File: src/rtl/seven_seg_scan.sv
// seven_seg_scan: 4-digit common-anode multiplexed 7-segment driver.
// Advances one digit per rising edge of SLOWCLK and blanks all anodes for DEAD_CYCLES
// between digits. Display data is snapshotted on each wrap to digit 0.
// Optional macro LEADING_ZERO_BLANK_EN: blank leading zero digits (digit 0 never blanked).
module seven_seg_scan #(
    parameter int unsigned DEAD_CYCLES = 16,
    parameter int unsigned CNT_W       = 8
) (
    input  logic        CLKIN,
    input  logic        RSTN,
    input  logic        SLOWCLK,
    input  logic [15:0] DATA,
    input  logic [3:0]  DP,
    output logic [3:0]  AN,
    output logic [6:0]  SEG,
    output logic        DPOUT
);

    typedef enum logic [1:0] {StIdle, StBlank, StShow} state_e;

    localparam logic [CNT_W-1:0] DeadInit = CNT_W'(DEAD_CYCLES);

    logic             sync_1, sync_2, prev;
    logic             tick;
    state_e           state;
    logic [1:0]       digit;
    logic [1:0]       digit_nxt;
    logic [CNT_W-1:0] dead_cnt;
    logic [15:0]      shadow_data;
    logic [3:0]       shadow_dp;
    logic [3:0]       nibble;
    logic             lz_blank;
    logic [3:0]       show_an;
    logic [6:0]       show_seg;
    logic             show_dp;

    // Active-low {g,f,e,d,c,b,a} hex glyphs.
    function automatic logic [6:0] hex_decode(input logic [3:0] n);
        logic [6:0] s;
        case (n)
            4'h0: s = 7'b1000000;
            4'h1: s = 7'b1111001;
            4'h2: s = 7'b0100100;
            4'h3: s = 7'b0110000;
            4'h4: s = 7'b0011001;
            4'h5: s = 7'b0010010;
            4'h6: s = 7'b0000010;
            4'h7: s = 7'b1111000;
            4'h8: s = 7'b0000000;
            4'h9: s = 7'b0010000;
            4'hA: s = 7'b0001000;
            4'hB: s = 7'b0000011;
            4'hC: s = 7'b1000110;
            4'hD: s = 7'b0100001;
            4'hE: s = 7'b0000110;
            default: s = 7'b0001110;
        endcase
        return s;
    endfunction

    // SLOWCLK is asynchronous: two-flop synchroniser plus edge-detect history.
    always_ff @(posedge CLKIN or negedge RSTN) begin
        if (!RSTN) begin
            sync_1 <= 1'b0;
            sync_2 <= 1'b0;
            prev   <= 1'b0;
        end else begin
            sync_1 <= SLOWCLK;
            sync_2 <= sync_1;
            prev   <= sync_2;
        end
    end

    assign tick      = sync_2 & ~prev;
    assign digit_nxt = digit + 2'd1;

    // Glyph for the current digit from shadow data; latched into the outputs on entering SHOW.
    always_comb begin
        nibble = shadow_data[{digit, 2'b00} +: 4];
`ifdef LEADING_ZERO_BLANK_EN
        // Blank when this nibble and all more-significant ones are zero.
        lz_blank = (digit != 2'd0) && ((shadow_data >> {digit, 2'b00}) == 16'd0);
`else
        lz_blank = 1'b0;
`endif
        show_an  = ~(4'b0001 << digit);
        show_seg = lz_blank ? 7'b1111111 : hex_decode(nibble);
        show_dp  = lz_blank ? 1'b1 : ~shadow_dp[digit];
    end

    // Scan FSM with registered display outputs; a tick restarts the blank from any state.
    always_ff @(posedge CLKIN or negedge RSTN) begin
        if (!RSTN) begin
            state       <= StIdle;
            digit       <= 2'd3;
            dead_cnt    <= '0;
            shadow_data <= 16'd0;
            shadow_dp   <= 4'd0;
            AN          <= 4'b1111;
            SEG         <= 7'b1111111;
            DPOUT       <= 1'b1;
        end else if (tick) begin
            digit    <= digit_nxt;
            dead_cnt <= DeadInit;
            state    <= StBlank;
            AN       <= 4'b1111;
            SEG      <= 7'b1111111;
            DPOUT    <= 1'b1;
            if (digit_nxt == 2'd0) begin
                shadow_data <= DATA;
                shadow_dp   <= DP;
            end
        end else begin
            case (state)
                StBlank: begin
                    if (dead_cnt == '0) begin
                        state <= StShow;
                        AN    <= show_an;
                        SEG   <= show_seg;
                        DPOUT <= show_dp;
                    end else begin
                        dead_cnt <= dead_cnt - 1'b1;
                    end
                end
                StIdle, StShow: begin
                    state <= state;
                end
                default: state <= StIdle;
            endcase
        end
    end

endmodule

File: config.mk
export PLATFORM = sky130hd
export DESIGN_NAME = seven_seg_scan
export DESIGN_NICKNAME = d
export VERILOG_FILES = /design/src/rtl/seven_seg_scan.sv
export SDC_FILE = /design/constraint.sdc
export NUM_CORES = 1
export LEC_CHECK = 0
export BUFFER_PORTS_ARGS = -buffer_cell sky130_fd_sc_hd__buf_2
export CAP_MARGIN = 20
export CELL_PAD_IN_SITES_DETAIL_PLACEMENT = 1
export CELL_PAD_IN_SITES_GLOBAL_PLACEMENT = 1
export CORE_MARGIN = 4
export CORE_UTILIZATION = 35
export DETAILED_ROUTE_END_ITERATION = 6
export MAX_ROUTING_LAYER = met4
export PLACE_DENSITY = 0.69
export SKIP_CTS_REPAIR_TIMING = 1
export SLEW_MARGIN = 20
export SYNTH_ARGS = -nofsm -noshare
export SYNTH_HDL_FRONTEND = slang
export SYNTH_SLANG_ARGS = --single-unit
export TNS_END_PERCENT = 1
File: constraint.sdc
create_clock -name CLKIN -period 4.2 [get_ports CLKIN]
set_clock_uncertainty 0.2 [all_clocks]
set_input_delay 0.84 -clock CLKIN [delete_from_list [all_inputs] [get_ports CLKIN]]
set_output_delay 0.84 -clock CLKIN [all_outputs]
set_load 0.1 [all_outputs]
==> results.sh <==
export IMPL_drtPass1Iterations=4
export IMPL_arrival_ps=2390
export IMPL_synth_edff_count=0
export IMPL_rows=29
export IMPL_setup_viol=0
export IMPL_max_freq_mhz=426.2
export IMPL_endpoint_kind="flip-flop"
export IMPL_stdcell_area_um2=2639
export IMPL_hold_viol=0
export IMPL_seqPwrFrac_pct=35.5
export IMPL_p_leak_nw=1.139
export IMPL_grt_max_degree=48
export IMPL_power_switching_mw=1.100
export IMPL_portBuffers=34
export IMPL_die_area_um2=7979
export IMPL_peakVddDrop_uv=516.9
export IMPL_min_path_cells=0
export IMPL_synth_common_cells="dfrtp_1, mux2_2, dfstp_2"
export IMPL_fin_util_pct=41.32
export IMPL_path_clk_slew_ps=100
export IMPL_synth_flop_cell="dfrtp_1"
export IMPL_antenna_found_initial=0
export IMPL_clock_latency_ps=310
export IMPL_synth_top_area_share_pct=35.68
export IMPL_p_sw_share_pct=46.39
export IMPL_dpl_cell_area_um2=2541
export IMPL_reg2reg_slack_ps=1850
export IMPL_internal_power_mw=1.272
export IMPL_routed_wirelength_mm=4.748
export IMPL_drive_gt1_share_pct=40.65
export IMPL_drc=0
export IMPL_rsz0062_at_grt="false"
export IMPL_worst_slew_pin_slew_ps=840.9
export IMPL_total_power_mw=2.372
export IMPL_grt_pass1_vias=1568
export IMPL_clkSinkCount=47
export IMPL_worst_slack_ps=1854
export IMPL_drv_cap=0
export IMPL_yosys_area_top_type="dfrtp_1"
export IMPL_finalCritPeriodShare_pct=55.86
export IMPL_netlist_area_um2=2315
export IMPL_clockPowerShare_pct=12.3
export IMPL_seq_area_frac_synth_pct=51.57
export IMPL_start_kind="flip-flop"
export IMPL_cts_max_level=2
export IMPL_gp_congestion=0.7622
export IMPL_core_area_um2=6386
export IMPL_grt_first_pass_wirelength_mm=8.038
export IMPL_initial_core_util_pct=36.25
export IMPL_clockRootBuffer="clkbuf_8"
export IMPL_synth_cell_type_count=44
export IMPL_ios=35
export IMPL_grt_usage_pct=13.58
export IMPL_period_needed_ps=2346
export IMPL_syn2layout_area_growth_pct=14.00
export IMPL_syn_instance_count=179
export IMPL_run_status="complete, no violations"
export IMPL_hpwl_mm=3.403
export IMPL_ys_seq_elements=47
export IMPL_final_antenna_net_count=0
export IMPL_final_cells=291
export IMPL_dp_cells=283
export IMPL_cpLargestDelayFamily="flip-flops"
export IMPL_crit_cells=4
export IMPL_r2r_cells=4
export IMPL_slew_headroom_pct=43.81
export IMPL_critical_path_class="reg -> reg"
export IMPL_final_setup_tns_ps=0
export IMPL_n_antenna_cell=0
export IMPL_drt_initial_drc_count=63
export IMPL_required_ps=4240
export IMPL_slowest_delay_ps=680
export IMPL_async_reset_ff_share_pct=100.0
export IMPL_syn_num_nets=214
export IMPL_place_ws_ps=1864
export IMPL_yosys_warnings=0
export IMPL_wl_per_cell_um=16.32
export IMPL_hold_path_class="reg -> reg"
export IMPL_path_cells="mux4_2 > ha_1 > and3b_2 > o32a_2"
export IMPL_num_vias=1505
export IMPL_syn_area_per_cell_um2=12.93
export IMPL_drt_vias_per_instance=5.172
export IMPL_power_density_nw_per_um2=898.8
export IMPL_finalNetCount=248
export IMPL_cts_tree="built"
export IMPL_cp_max_fo=8
export IMPL_cpMaxStageDelayCell="dfstp_2"
export IMPL_synthTopCellsByArea="dfrtp_1, dfstp_2, mux2_2"
export IMPL_numCtsBuffers=5
export IMPL_fin_hold_ws_ps=164.0
export IMPL_die_y_um=89.33
export IMPL_die_w_um=89.33
export IMPL_power_frac_comb_pct=52.2
export IMPL_slew_violations=0
export IMPL_critPathBufInv=0
export IMPL_cts_max_path_buffers=2
export IMPL_synth_most_common_cell="dfrtp_1"
export IMPL_grt_overflow_total=0
[cells in the final DEF, fill, tap and decap left out, types with 2 or more instances in the layout]
| master | count |
|---|---|
| xor2_1 | 5 |
| a2bb2oi_1 | 5 |
| inv_1 | 7 |
| clkbuf_8 | 5 |
| or2_0 | 2 |
| o32a_1 | 2 |
| nor2_1 | 11 |
| buf_4 | 2 |
| nand2b_1 | 2 |
| a21oi_1 | 6 |
| o211ai_1 | 2 |
| mux2_2 | 20 |
| o21ai_0 | 2 |
| nand4_1 | 2 |
| dfstp_2 | 14 |
| buf_2 | 33 |
| a211oi_1 | 2 |
| inv_6 | 2 |
| o2111ai_1 | 2 |
| o22a_1 | 4 |
| mux4_2 | 4 |
| nor2b_1 | 2 |
| nand2_1 | 6 |
| nand3_1 | 2 |
| mux2i_1 | 5 |
| dfrtp_1 | 33 |
| ha_1 | 12 |
| xnor2_1 | 2 |
[power by group through the flow]
stage	combinational [mW]	sequential [mW]	clock (mW)
finish	1.24	0.842	0.292
global route	1.37	0.871	0.328
CTS	1.25	0.845	0.308
detailed placement	1.24	0.853	0
global placement	1.22	0.843	0
floorplan	0.780	1.10	0
[logic make-up after synthesis]
logic type / Yosys count / synth area share (%)
AO/OA/AOI/OAI: 29 / 9.567
XOR/XNOR: 7 / 2.649
adder cells (fa/ha/maj): 12 / 6.486
buffers and inverters: 15 / 3.189
flip-flops: 47 / 51.57
multiplexers: 30 / 16.92
AND/OR/NAND/NOR: 39 / 9.622
[routing by layer]
metal / track usage [%] / wire, µm
met2: 19.02 / 2121
met1: 19.48 / 2386
met5: - / 0
met4: 3.654 / 53
met3: 3.410 / 188
[registers in the layout (all words and copies together) (netlist names)]
register,flops
shadow_dp,4
sync_2,1
SEG,7
sync_1,1
AN,4
digit,2
DPOUT,1
shadow_data,16
state,2
dead_cnt,8
prev,1
[worst paths after layout]
check	to	start
worst min register to register	sync_2	sync_1
worst min-delay path	sync_2	sync_1
min in group asynchronous	shadow_dp[0]	RSTN
max in group asynchronous	state[0]	RSTN
worst max-delay path	SEG[4]	digit[0]
worst max register to register	SEG[4]	digit[0]
[worst register-to-register path, cell delays in order (launching register included)]
cell and delay (ps):
dfstp_2 680, mux4_2 600, ha_1 270, and3b_2 220, o32a_2 310
[final cells by class]
cell class                 instances  area [µm²]
timing repair buffer              35       180.2
clock buffer                       5       68.82
tap                               77       96.34
fill                             691        3747
multi-input combinational        117        1047
sequential                        47        1194
clock inverter                     3       26.28
inverter                           7       26.28
Power figures use the tool's default switching activity.
